## src/rtl/alu_seq.sv

```systemverilog
// Registered ALU: logic/arith ops complete in one cycle, shifts run 1 bit/cycle.
// Define ALU_ROTATE_EN to turn opcode 111 into an iterative rotate-left (otherwise PASS).
module alu_seq #(
    parameter int W = 8
) (
    input  logic         clk,
    input  logic         rst_n,
    input  logic         in_valid,
    output logic         in_ready,
    input  logic [2:0]   alu_cmd,
    input  logic [W-1:0] inA,
    input  logic [W-1:0] inB,
    input  logic         sc_i,
    output logic         out_valid,
    output logic [W-1:0] rslt,
    output logic         sc_o,
    output logic         pari,
    output logic         zero,
    output logic         o_dbg_state
);
    localparam int SW = $clog2(W);
    localparam logic [W-1:0] MAX_AMT = W'(W - 1);

    localparam logic [2:0] OP_ADD = 3'b000;
    localparam logic [2:0] OP_SUB = 3'b001;
    localparam logic [2:0] OP_SHR = 3'b010;
    localparam logic [2:0] OP_SHL = 3'b011;
    localparam logic [2:0] OP_XOR = 3'b100;
    localparam logic [2:0] OP_PAR = 3'b101;
    localparam logic [2:0] OP_AND = 3'b110;
    localparam logic [2:0] OP_P7  = 3'b111;

    typedef enum logic {
        ST_IDLE  = 1'b0,
        ST_SHIFT = 1'b1
    } state_t;

    state_t         r_state;
    logic [W-1:0]   r_wk;
    logic [SW-1:0]  r_cnt;
    logic           r_left;

    state_t         w_state_nxt;
    logic [W-1:0]   w_wk_nxt;
    logic [SW-1:0]  w_cnt_nxt;
    logic           w_left_nxt;
    logic           w_upd;
    logic [W-1:0]   w_res;
    logic           w_c;
    logic           w_out_bit;
    logic           w_fill;

`ifdef ALU_ROTATE_EN
    logic           r_rot;
    logic           w_rot_nxt;
    assign w_fill = r_rot & r_wk[W-1];
`else
    assign w_fill = 1'b0;
`endif

    // Handshake: an op is taken on any edge where in_valid & in_ready; in_ready
    // is high only in IDLE. out_valid is a one-cycle pulse with no backpressure.
    assign in_ready    = (r_state == ST_IDLE);
    assign o_dbg_state = (r_state == ST_SHIFT);

    always_comb begin
        w_state_nxt = r_state;
        w_wk_nxt    = r_wk;
        w_cnt_nxt   = r_cnt;
        w_left_nxt  = r_left;
        w_upd       = 1'b0;
        w_res       = rslt;
        w_c         = sc_o;
        w_out_bit   = 1'b0;
`ifdef ALU_ROTATE_EN
        w_rot_nxt   = r_rot;
`endif
        case (r_state)
            ST_IDLE: begin
                if (in_valid) begin
                    w_upd = 1'b1;
                    w_c   = 1'b0;
                    case (alu_cmd)
                        OP_ADD: {w_c, w_res} = {1'b0, inA} + {1'b0, inB} + {{W{1'b0}}, sc_i};
                        OP_SUB: {w_c, w_res} = {1'b0, inA} + {1'b0, ~inB} + {{W{1'b0}}, sc_i};
                        OP_SHR, OP_SHL: begin
                            if (inB == '0) begin
                                w_res = inA;
                            end else if (inB > MAX_AMT) begin
                                w_res = '0;
                            end else begin
                                // Iterative path: flags stay untouched until the last step.
                                w_upd       = 1'b0;
                                w_res       = rslt;
                                w_c         = sc_o;
                                w_wk_nxt    = inA;
                                w_cnt_nxt   = inB[SW-1:0];
                                w_left_nxt  = (alu_cmd == OP_SHL);
                                w_state_nxt = ST_SHIFT;
`ifdef ALU_ROTATE_EN
                                w_rot_nxt   = 1'b0;
`endif
                            end
                        end
                        OP_XOR: w_res = inA ^ inB;
                        OP_PAR: w_res = {{(W-1){1'b0}}, ^{inA, inB}};
                        OP_AND: w_res = inA & inB;
                        OP_P7: begin
`ifdef ALU_ROTATE_EN
                            if (inB[SW-1:0] == '0) begin
                                w_res = inA;
                            end else begin
                                w_upd       = 1'b0;
                                w_res       = rslt;
                                w_c         = sc_o;
                                w_wk_nxt    = inA;
                                w_cnt_nxt   = inB[SW-1:0];
                                w_left_nxt  = 1'b1;
                                w_rot_nxt   = 1'b1;
                                w_state_nxt = ST_SHIFT;
                            end
`else
                            w_res = inA;
`endif
                        end
                        default: w_res = inA;
                    endcase
                end
            end
            ST_SHIFT: begin
                w_out_bit = r_left ? r_wk[W-1] : r_wk[0];
                w_wk_nxt  = r_left ? {r_wk[W-2:0], w_fill} : {1'b0, r_wk[W-1:1]};
                w_cnt_nxt = r_cnt - 1'b1;
                if (r_cnt == SW'(1)) begin
                    w_upd       = 1'b1;
                    w_res       = w_wk_nxt;
                    w_c         = w_out_bit;
                    w_state_nxt = ST_IDLE;
                end
            end
            default: w_state_nxt = ST_IDLE;
        endcase
    end

    always_ff @(posedge clk or negedge rst_n) begin
        if (!rst_n) begin
            r_state   <= ST_IDLE;
            r_wk      <= '0;
            r_cnt     <= '0;
            r_left    <= 1'b0;
            rslt      <= '0;
            sc_o      <= 1'b0;
            pari      <= 1'b0;
            zero      <= 1'b1;
            out_valid <= 1'b0;
        end else begin
            r_state   <= w_state_nxt;
            r_wk      <= w_wk_nxt;
            r_cnt     <= w_cnt_nxt;
            r_left    <= w_left_nxt;
            out_valid <= w_upd;
            if (w_upd) begin
                rslt <= w_res;
                sc_o <= w_c;
                pari <= ^w_res;
                zero <= (w_res == '0);
            end
        end
    end

`ifdef ALU_ROTATE_EN
    always_ff @(posedge clk or negedge rst_n) begin
        if (!rst_n) begin
            r_rot <= 1'b0;
        end else begin
            r_rot <= w_rot_nxt;
        end
    end
`endif

endmodule

```

## config.mk

```make
export PLATFORM = sky130hd
export DESIGN_NAME = alu_seq
export DESIGN_NICKNAME = d
export VERILOG_FILES = /design/src/rtl/alu_seq.sv
export SDC_FILE = /design/constraint.sdc
export NUM_CORES = 1
export LEC_CHECK = 0
export CAP_MARGIN = 30
export CORE_MARGIN = 3
export CORE_UTILIZATION = 61
export CTS_BUF_LIST = sky130_fd_sc_hd__clkbuf_16
export DETAILED_ROUTE_END_ITERATION = 8
export GPL_TIMING_DRIVEN = 0
export HOLD_SLACK_MARGIN = 0.12
export PLACE_DENSITY = 0.87
export SYNTH_ARGS = -nofsm -noshare
export SYNTH_HDL_FRONTEND = slang
export SYNTH_SLANG_ARGS = --single-unit
```

## constraint.sdc

```tcl
create_clock -name clk -period 4 [get_ports clk]
set_clock_uncertainty 0.05 [all_clocks]
set_input_delay 0.8 -clock clk [delete_from_list [all_inputs] [get_ports clk]]
set_output_delay 0.8 -clock clk [all_outputs]
set_load 0.05 [all_outputs]
```

==> metrics.txt, run 1 <==
# TYPE chip_impl_metric gauge
chip_impl_info{name="outcome",value="complete, no violations"} 1
chip_impl_info{name="min-delay-path-class",value="register to register"} 1
chip_impl_metric{name="dp_hpwl",unit="mm"} 6.64
chip_impl_metric{name="place.port_buffers",unit=""} 35
chip_impl_metric{name="utilization",unit="%"} 79.0
chip_impl_metric{name="cp_data_required_time",unit="ps"} 4100
chip_impl_metric{name="postSynthNetCount",unit=""} 406
chip_impl_metric{name="power.share.switching",unit="%"} 48.8
chip_impl_metric{name="layout.cells.non_filler",unit=""} 443
chip_impl_metric{name="slew_viol_final",unit=""} 0
chip_impl_metric{name="relSlewSlack",unit="%"} 52.5
chip_impl_metric{name="synth-async-reset-ratio",unit="%"} 100
chip_impl_metric{name="cellPowerDensity",unit="nW/um^2"} 574
chip_impl_info{name="dominantRegCellSynth",value="dfrtp_1"} 1
chip_impl_metric{name="worst_ir_drop_vdd",unit="mV"} 0.530
chip_impl_metric{name="grt_usage",unit="%"} 32.2
chip_impl_metric{name="initial_utilization",unit="%"} 64.5
chip_impl_metric{name="synth.yosys.warnings",unit=""} 0
chip_impl_info{name="worst_r2r_endpoint",value="pari$_DFFE_PN0P_"} 1
chip_impl_metric{name="layout_nets",unit=""} 449
chip_impl_metric{name="antennaDiodeCount",unit=""} 0
chip_impl_metric{name="synth_top_area_share",unit="%"} 21.0
chip_impl_metric{name="grt-ovfl-total",unit=""} 0
chip_impl_metric{name="drive_gt1_share",unit="%"} 14.8
chip_impl_metric{name="final-hold-violation-count",unit=""} 0
chip_impl_metric{name="area.growth.synth_to_final",unit="%"} 22.5
chip_impl_metric{name="p_leak",unit="nW"} 1.51
chip_impl_metric{name="coreArea",unit="sq um"} 4440
chip_impl_metric{name="finalSetupTns",unit="ps"} 0
chip_impl_info{name="clock_tree_from_tritoncts",value="built"} 1
chip_impl_metric{name="maxCapViolations",unit=""} 0
chip_impl_metric{name="setup_viol",unit=""} 0
chip_impl_metric{name="pin_count",unit=""} 37
chip_impl_metric{name="min_period_over_period",unit="%"} 99.6
chip_impl_metric{name="timing.final.ws_setup",unit="ps"} 14.7
chip_impl_metric{name="antenna_found_initial",unit=""} 0
chip_impl_metric{name="drc",unit=""} 0
chip_impl_metric{name="first_global_vias",unit=""} 2764
chip_impl_metric{name="core.rowCount",unit=""} 24
chip_impl_metric{name="yosysUniqueCellTypes",unit=""} 65
chip_impl_info{name="worst_setup_path_start_kind",value="input port"} 1
chip_impl_metric{name="routed_antenna_nets",unit=""} 0
chip_impl_metric{name="drt_first_iter_violations",unit=""} 382
chip_impl_info{name="cts_root_buf",value="clkbuf_16"} 1
chip_impl_info{name="worst_min_path_start",value="zero$_DFFE_PN1P_"} 1
chip_impl_metric{name="number_of_enable_type_register_cells_in_the_synthesized_netlist",unit=""} 0
chip_impl_info{name="critPathKind",value="input port to register"} 1
chip_impl_info{name="timing.critical_path.to",value="pari$_DFFE_PN0P_"} 1
chip_impl_metric{name="ctsHtreeMaxLevel",unit=""} 1
chip_impl_metric{name="power.combinational.fraction",unit="%"} 65.9
chip_impl_metric{name="reg2reg_slack",unit="ps"} 960
chip_impl_metric{name="placedInstanceArea",unit="sq um"} 3300
chip_impl_metric{name="cts_num_sinks",unit=""} 25
chip_impl_metric{name="post_detailed_route_wirelength_per_cell",unit="um"} 20.4
chip_impl_metric{name="dieWidth",unit="um"} 74.5
chip_impl_metric{name="via_count",unit=""} 3030
chip_impl_metric{name="wire_length_of_the_first_global_routing_pass",unit="mm"} 13.4
chip_impl_metric{name="ys_seq_elements",unit=""} 25
chip_impl_info{name="crit_path_cell_trace",value="clkdlybuf4s50_1 > ha_1 > clkbuf_2 > o21a_1 > o31a_1 > o21ai_0 > o22ai_1 > a221oi_2 > a311o_1 > ha_1 > xnor2_2 > xnor2_1 > mux2_2"} 1
chip_impl_info{name="worstSetupEndpointType",value="register"} 1
chip_impl_metric{name="worst_skew_pair.late_latency",unit="ps"} 260
chip_impl_metric{name="layout.filler_cells",unit=""} 324
chip_impl_metric{name="post_synth.cell_area_avg",unit="sq um"} 8.21
chip_impl_metric{name="maxClockFrequency",unit="MHz"} 251
chip_impl_metric{name="die-height",unit="um"} 74.5
chip_impl_info{name="ys_top_cells_by_area",value="dfrtp_1, ha_1, o21ai_0"} 1
chip_impl_metric{name="clockPowerShare",unit="%"} 11.0
chip_impl_metric{name="detail_route.first_pass.iterations",unit=""} 6
chip_impl_info{name="cpLargestDelayFamily",value="compound AO/OA/AOI/OAI gates"} 1
chip_impl_metric{name="intPower",unit="mW"} 1.03
chip_impl_metric{name="reg2reg_depth",unit=""} 10
chip_impl_metric{name="post_synth_inst_count",unit=""} 349
chip_impl_metric{name="dp_cells",unit=""} 437
chip_impl_info{name="worst_setup_path_startpoint",value="inA[3]"} 1
chip_impl_info{name="timing.rr.start",value="r_cnt[0]$_DFFE_PN0P_"} 1
chip_impl_metric{name="period_minus_slack",unit="ps"} 3990
chip_impl_info{name="synth_largest_area_cell",value="dfrtp_1"} 1
chip_impl_info{name="crit_slowest_cell",value="clkdlybuf4s50_1"} 1
chip_impl_metric{name="cp_num_cells",unit=""} 13
chip_impl_metric{name="dieArea",unit="sq um"} 5560
chip_impl_metric{name="area_of_the_mapped_netlist",unit="sq um"} 2870
chip_impl_metric{name="design_area",unit="sq um"} 3510
chip_impl_metric{name="cts-buffers-inserted",unit=""} 3
chip_impl_metric{name="gp_congestion",unit=""} 0.921
chip_impl_metric{name="path_clk_slew",unit="ps"} 70
chip_impl_metric{name="cts.path.max_buffers",unit=""} 2
chip_impl_metric{name="total_switching_power",unit="uW"} 983
chip_impl_metric{name="synth_seq_area_share",unit="%"} 21.9
chip_impl_metric{name="crit_path_max_incr_delay",unit="ps"} 590
chip_impl_metric{name="grt_start_max_net_pins",unit=""} 14
chip_impl_metric{name="post-place-ws",unit="ps"} -682
chip_impl_metric{name="critical_path.n_buffers_inverters",unit=""} 2
chip_impl_metric{name="cp_data_arrival_time",unit="ps"} 4080
chip_impl_info{name="cell_seen_most_often_among_critical_path_stages",value="ha_1"} 1
chip_impl_metric{name="detail_route.vias_per_cell",unit=""} 6.84
chip_impl_metric{name="worstMarginPinSlew",unit="ps"} 710
chip_impl_metric{name="critical_path.max_fanout",unit=""} 10
chip_impl_metric{name="routed_wl",unit="mm"} 9.04
chip_impl_metric{name="sequential_share_of_power",unit="%"} 23.2
[per-stage QoR]
stage,hold WS (ps),total power [mW]
floorplan,400,1.34
global placement,405,1.66
detailed placement,420,1.70
CTS,431,1.93
global route,437,2.13
finish,428,2.02
[cell type report]
cell class,instances,area (sq um),area share [%]
buffer,18,83.8,2.39
clock buffer,3,75.1,2.14
clock inverter,1,3.75,0.107
inverter,23,86.3,2.46
multi-input combinational,281,2170,61.8
sequential,25,627,17.9
tap,52,65.1,1.85
timing repair buffer,40,402,11.4
[kinds of logic after synthesis]
| logic type | Yosys count | share of synthesized area [%] |
|---|---|---|
| xor gates and xnor gates | 18 | 6.24 |
| buffers and inverters | 43 | 6.03 |
| AOI/OAI and AO/OA | 111 | 26.3 |
| adders and majority gates | 34 | 15.9 |
| muxes | 16 | 5.90 |
| and+or+nand+nor | 102 | 17.8 |
| DFF | 25 | 21.9 |
[metal layers]
metal	up-vias	share of wire (%)	wire, um	GRT usage (%)
li1	1357	-	-	-
met1	1384	40	3610	43.4
met2	225	46	4150	52.0
met3	64	9.2	831	4.86
met4	0	5.0	450	12.6
met5	-	0	0	0
[flip-flops by register name, indices dropped and copies added (netlist names)]
signal,cells
r_wk,8
rslt,8
o_dbg_state,1
pari,1
sc_o,1
r_cnt,3
zero,1
r_left,1
out_valid,1
[worst register-to-register path: cells and delay by family (launching register included)]
| kind | cells | cell delay [ps] |
|---|---|---|
| xor+xnor | 2 | 270 |
| simple gates | 3 | 890 |
| fa+ha+maj | 2 | 510 |
| mux | 1 | 260 |
| flops | 1 | 400 |
| compound gates | 2 | 540 |
[power by group through the flow]
stage,clock (mW),combinational (mW),sequential (mW)
2_1_floorplan,0,0.691,0.645
3_3_place_gp,0,1.20,0.459
3_5_place_dp,0,1.23,0.466
4_1_cts,0.223,1.25,0.461
5_1_grt,0.229,1.42,0.480
6_report,0.221,1.33,0.467
[cell usage in the layout (no fill, tap or decap), drive strengths merged, types with 3 or more instances in the layout]
cell / Yosys / routed
o22ai: 3 / 3
inv: 22 / 23
a221o: 3 / 3
o21ai: 29 / 29
nor2: 25 / 25
fa: 4 / 4
o211ai: 3 / 3
dfrtp: 24 / 24
dlymetal6s2s: 0 / 5
and2: 3 / 3
o21a: 8 / 8
ha: 30 / 30
clkbuf: 11 / 13
buf: 9 / 14
a31oi: 4 / 4
xor2: 5 / 5
a2111oi: 3 / 3
nor3: 10 / 10
xnor2: 12 / 12
nor4: 3 / 3
nand2: 26 / 26
clkdlybuf4s50: 0 / 28
nand3: 10 / 10
a21oi: 25 / 25
nor2b: 9 / 9
o31ai: 4 / 4
mux2: 7 / 7
mux2i: 9 / 9
nand4: 4 / 4
[Yosys cell counts, drive strengths merged, types with 2 or more instances]
library cell	count
o21a	8
o211ai	3
dfrtp	24
o311ai	2
fa	4
a2111oi	3
a31oi	4
o22ai	3
a221o	3
o31a	2
clkbuf	11
nand4	4
nor4	3
nor3	10
o31ai	4
mux2i	9
a21oi	25
mux2	7
nor2b	9
inv	22
o21ba	2
a311o	2
xnor2	12
o221ai	2
a22oi	2
buf	9
nand2b	2
xor2	5
a22o	2
nor2	25
o221a	2
a311oi	2
nand3	10
a221oi	2
and2	3
nand2	26
ha	30
o21ai	29
[how the worst min path moves through the flow]
stage	to	slack, ps	cells past startpoint
finish	zero$_DFFE_PN1P_	430	2
global route	zero$_DFFE_PN1P_	440	2
CTS	zero$_DFFE_PN1P_	430	2
detailed placement	zero$_DFFE_PN1P_	420	2
global placement	zero$_DFFE_PN1P_	400	2
floorplan	r_cnt[1]$_DFFE_PN0P_	400	2
[repair_timing]
| action | CTS | global route |
|---|---|---|
| hold buffers | 0 | 0 |
| setup endpoints to repair | 1 | 1 |
| pin swaps | 3 | 10 |
| buffers inserted | 2 | 2 |
| resized for setup | 10 | 26 |
Note: power is estimated with default switching activity, not from simulation.
==> inputs of run 2 (changes only) <==
- CTS_CLUSTER_SIZE: unset -> 12
==> results of run 2 <==
Final layout, timing and power as in run 1 (identical DEF).
==> inputs of run 3 (changes only) <==
- CORE_ASPECT_RATIO: unset -> 1.4
- CTS_CLUSTER_SIZE: 12 -> 10
==> metrics.txt, run 3 (same netlist as run 1, synthesis figures left out) <==
# TYPE chip_impl_metric gauge
chip_impl_metric{name="grt_usage",unit="%"} 34.0
chip_impl_metric{name="detail_route.vias_per_cell",unit=""} 6.67
chip_impl_info{name="worst_setup_path_start_kind",value="input port"} 1
chip_impl_metric{name="setup_viol",unit=""} 0
chip_impl_metric{name="reg2reg_depth",unit=""} 10
chip_impl_metric{name="total_switching_power",unit="uW"} 996
chip_impl_metric{name="cts-buffers-inserted",unit=""} 3
chip_impl_metric{name="critical_path.max_fanout",unit=""} 10
chip_impl_metric{name="cellPowerDensity",unit="nW/um^2"} 567
chip_impl_info{name="final_cell_mix",value="ha_1, clkdlybuf4s50_1, o21ai_0, nand2_1, a21oi_1"} 1
chip_impl_info{name="min-delay-path-class",value="register to register"} 1
chip_impl_metric{name="antenna_found_initial",unit=""} 0
chip_impl_metric{name="die-height",unit="um"} 87.1
chip_impl_metric{name="first_global_vias",unit=""} 2912
chip_impl_metric{name="maxClockFrequency",unit="MHz"} 254
chip_impl_metric{name="worstMarginPinSlew",unit="ps"} 596
chip_impl_metric{name="antennaDiodeCount",unit=""} 0
chip_impl_info{name="worstSetupEndpointType",value="register"} 1
chip_impl_metric{name="final-hold-violation-count",unit=""} 0
chip_impl_metric{name="wire_length_of_the_first_global_routing_pass",unit="mm"} 14.5
chip_impl_metric{name="relSlewSlack",unit="%"} 60.3
chip_impl_metric{name="p_leak",unit="nW"} 1.54
chip_impl_metric{name="via_count",unit=""} 3033
chip_impl_metric{name="power.combinational.fraction",unit="%"} 65.4
chip_impl_metric{name="reg2reg_slack",unit="ps"} 880
chip_impl_metric{name="grt.met2_usage",unit="%"} 59.6
chip_impl_metric{name="cts_hold_repair.buffers",unit=""} 0
chip_impl_metric{name="min_period_over_period",unit="%"} 98.2
chip_impl_metric{name="grt_start_max_net_pins",unit=""} 21
chip_impl_metric{name="grt_use_met3",unit="%"} 4.52
chip_impl_metric{name="drt_first_iter_violations",unit=""} 359
chip_impl_info{name="clock_tree_from_tritoncts",value="built"} 1
chip_impl_metric{name="layout_nets",unit=""} 453
chip_impl_info{name="timing.critical_path.to",value="pari$_DFFE_PN0P_"} 1
chip_impl_metric{name="place.port_buffers",unit=""} 35
chip_impl_info{name="critPathKind",value="input port to register"} 1
chip_impl_metric{name="clockPowerShare",unit="%"} 11.1
chip_impl_metric{name="drive_gt1_share",unit="%"} 14.9
chip_impl_info{name="worst_min_path_start",value="zero$_DFFE_PN1P_"} 1
chip_impl_metric{name="post_detailed_route_wirelength_per_cell",unit="um"} 20.4
chip_impl_metric{name="sequential_share_of_power",unit="%"} 23.5
chip_impl_metric{name="totalPowerFinal",unit="mW"} 2.02
chip_impl_metric{name="initial_utilization",unit="%"} 65.4
chip_impl_metric{name="cts_num_sinks",unit=""} 25
chip_impl_metric{name="routed_wl",unit="mm"} 9.30
chip_impl_info{name="worst_r2r_endpoint",value="pari$_DFFE_PN0P_"} 1
chip_impl_info{name="worst_setup_path_startpoint",value="inB[3]"} 1
chip_impl_metric{name="intPower",unit="mW"} 1.02
chip_impl_info{name="grt_most_used_layer",value="met2"} 1
chip_impl_metric{name="routed_antenna_nets",unit=""} 0
chip_impl_metric{name="coreArea",unit="sq um"} 4380
chip_impl_metric{name="period_minus_slack",unit="ps"} 3930
chip_impl_metric{name="drc",unit=""} 0
chip_impl_metric{name="design_area",unit="sq um"} 3550
chip_impl_metric{name="dieWidth",unit="um"} 63.9
chip_impl_info{name="outcome",value="complete, no violations"} 1
chip_impl_metric{name="power.share.switching",unit="%"} 49.4
chip_impl_metric{name="path_clk_slew",unit="ps"} 60
chip_impl_metric{name="cp_data_arrival_time",unit="ps"} 4030
chip_impl_metric{name="worst_skew_pair.late_latency",unit="ps"} 260
chip_impl_metric{name="slew_viol_final",unit=""} 0
chip_impl_metric{name="gp_congestion",unit=""} 0.948
chip_impl_metric{name="placedInstanceArea",unit="sq um"} 3320
chip_impl_metric{name="timing.final.ws_setup",unit="ps"} 70.5
chip_impl_metric{name="ctsHtreeMaxLevel",unit=""} 1
chip_impl_info{name="timing.rr.start",value="o_dbg_state$_DFF_PN0_"} 1
chip_impl_metric{name="worst_ir_drop_vdd",unit="mV"} 0.276
chip_impl_info{name="layout.cells.most_common",value="ha_1"} 1
chip_impl_metric{name="cts.path.max_buffers",unit=""} 2
chip_impl_metric{name="area.growth.synth_to_final",unit="%"} 24.0
chip_impl_metric{name="core.rowCount",unit=""} 28
chip_impl_metric{name="maxCapViolations",unit=""} 0
chip_impl_metric{name="grt.met1_usage",unit="%"} 37.8
chip_impl_metric{name="pin_count",unit=""} 37
chip_impl_info{name="largest_registers_ranked_by_flip_flop_count",value="r_wk: 8 flops, rslt: 8 flops, r_cnt: 3 flops"} 1
chip_impl_info{name="cts_root_buf",value="clkbuf_16"} 1
chip_impl_metric{name="finalSetupTns",unit="ps"} 0
chip_impl_metric{name="detail_route.first_pass.iterations",unit=""} 5
chip_impl_metric{name="cp_data_required_time",unit="ps"} 4100
chip_impl_metric{name="utilization",unit="%"} 81.1
chip_impl_metric{name="layout.filler_cells",unit=""} 282
chip_impl_metric{name="grt-ovfl-total",unit=""} 0
chip_impl_metric{name="dp_hpwl",unit="mm"} 6.90
chip_impl_metric{name="post-place-ws",unit="ps"} -695
chip_impl_metric{name="dieArea",unit="sq um"} 5570
[run 3: how the worst min path moves through the flow]
stage               cells past startpoint  slack [ps]              endpoint
finish                                  2         420      zero$_DFFE_PN1P_
global route                            2         450      zero$_DFFE_PN1P_
CTS                                     2         430      zero$_DFFE_PN1P_
detailed placement                      2         420      zero$_DFFE_PN1P_
global placement                        2         400      zero$_DFFE_PN1P_
floorplan                               2         400  r_cnt[1]$_DFFE_PN0P_
[run 3: worst max-delay path: stages]
cell and delay [ps]:
clkdlybuf4s50_1 540, inv_1 120, ha_1 330, clkbuf_2 220
o21a_1 150, o31a_1 220, o21ai_0 100, o22ai_1 230
a221oi_2 120, a311o_1 310, ha_1 310, xnor2_1 190
xnor2_1 100, mux2_2 280
[run 3: power groups by stage]
stage               Combinational, mW  Clock (mW)  Sequential (mW)
floorplan                       0.691           0            0.645
global placement                 1.21           0            0.465
detailed placement               1.24           0            0.470
CTS                              1.27       0.222            0.468
global route                     1.41       0.237            0.488
finish                           1.32       0.224            0.473
[run 3: metal layers]
layer	share of wire (%)	routed length (um)
met4	7.1	660
met1	35	3270
met3	7.9	737
met5	0	0
met2	50	4630
[run 3: final cells by class]
cell class / count / area (sq um) / area share, %
inverters: 23 / 86.3 / 2.43
plain buffers: 18 / 87.6 / 2.46
repair buffers: 44 / 440 / 12.4
clock buffers: 3 / 75.1 / 2.11
clock inverters: 1 / 3.75 / 0.106
multi-input cells: 281 / 2160 / 60.7
flip-flops and latches: 25 / 627 / 17.6
well taps: 60 / 75.1 / 2.11
[run 3: what timing repair did]
| action | in CTS | in global routing |
|---|---|---|
| cloned | 0 | 0 |
| buffers inserted | 2 | 6 |
| pin swaps | 4 | 8 |
| resized for setup | 12 | 21 |
| setup endpoints to repair | 1 | 1 |
[run 3: stage by stage]
stage / instances / hold slack [ps]
3_5_place_dp: 445 / 416
2_1_floorplan: 349 / 400
4_1_cts: 451 / 426
3_3_place_gp: 444 / 404
5_1_grt: 455 / 447
6_report: 455 / 424
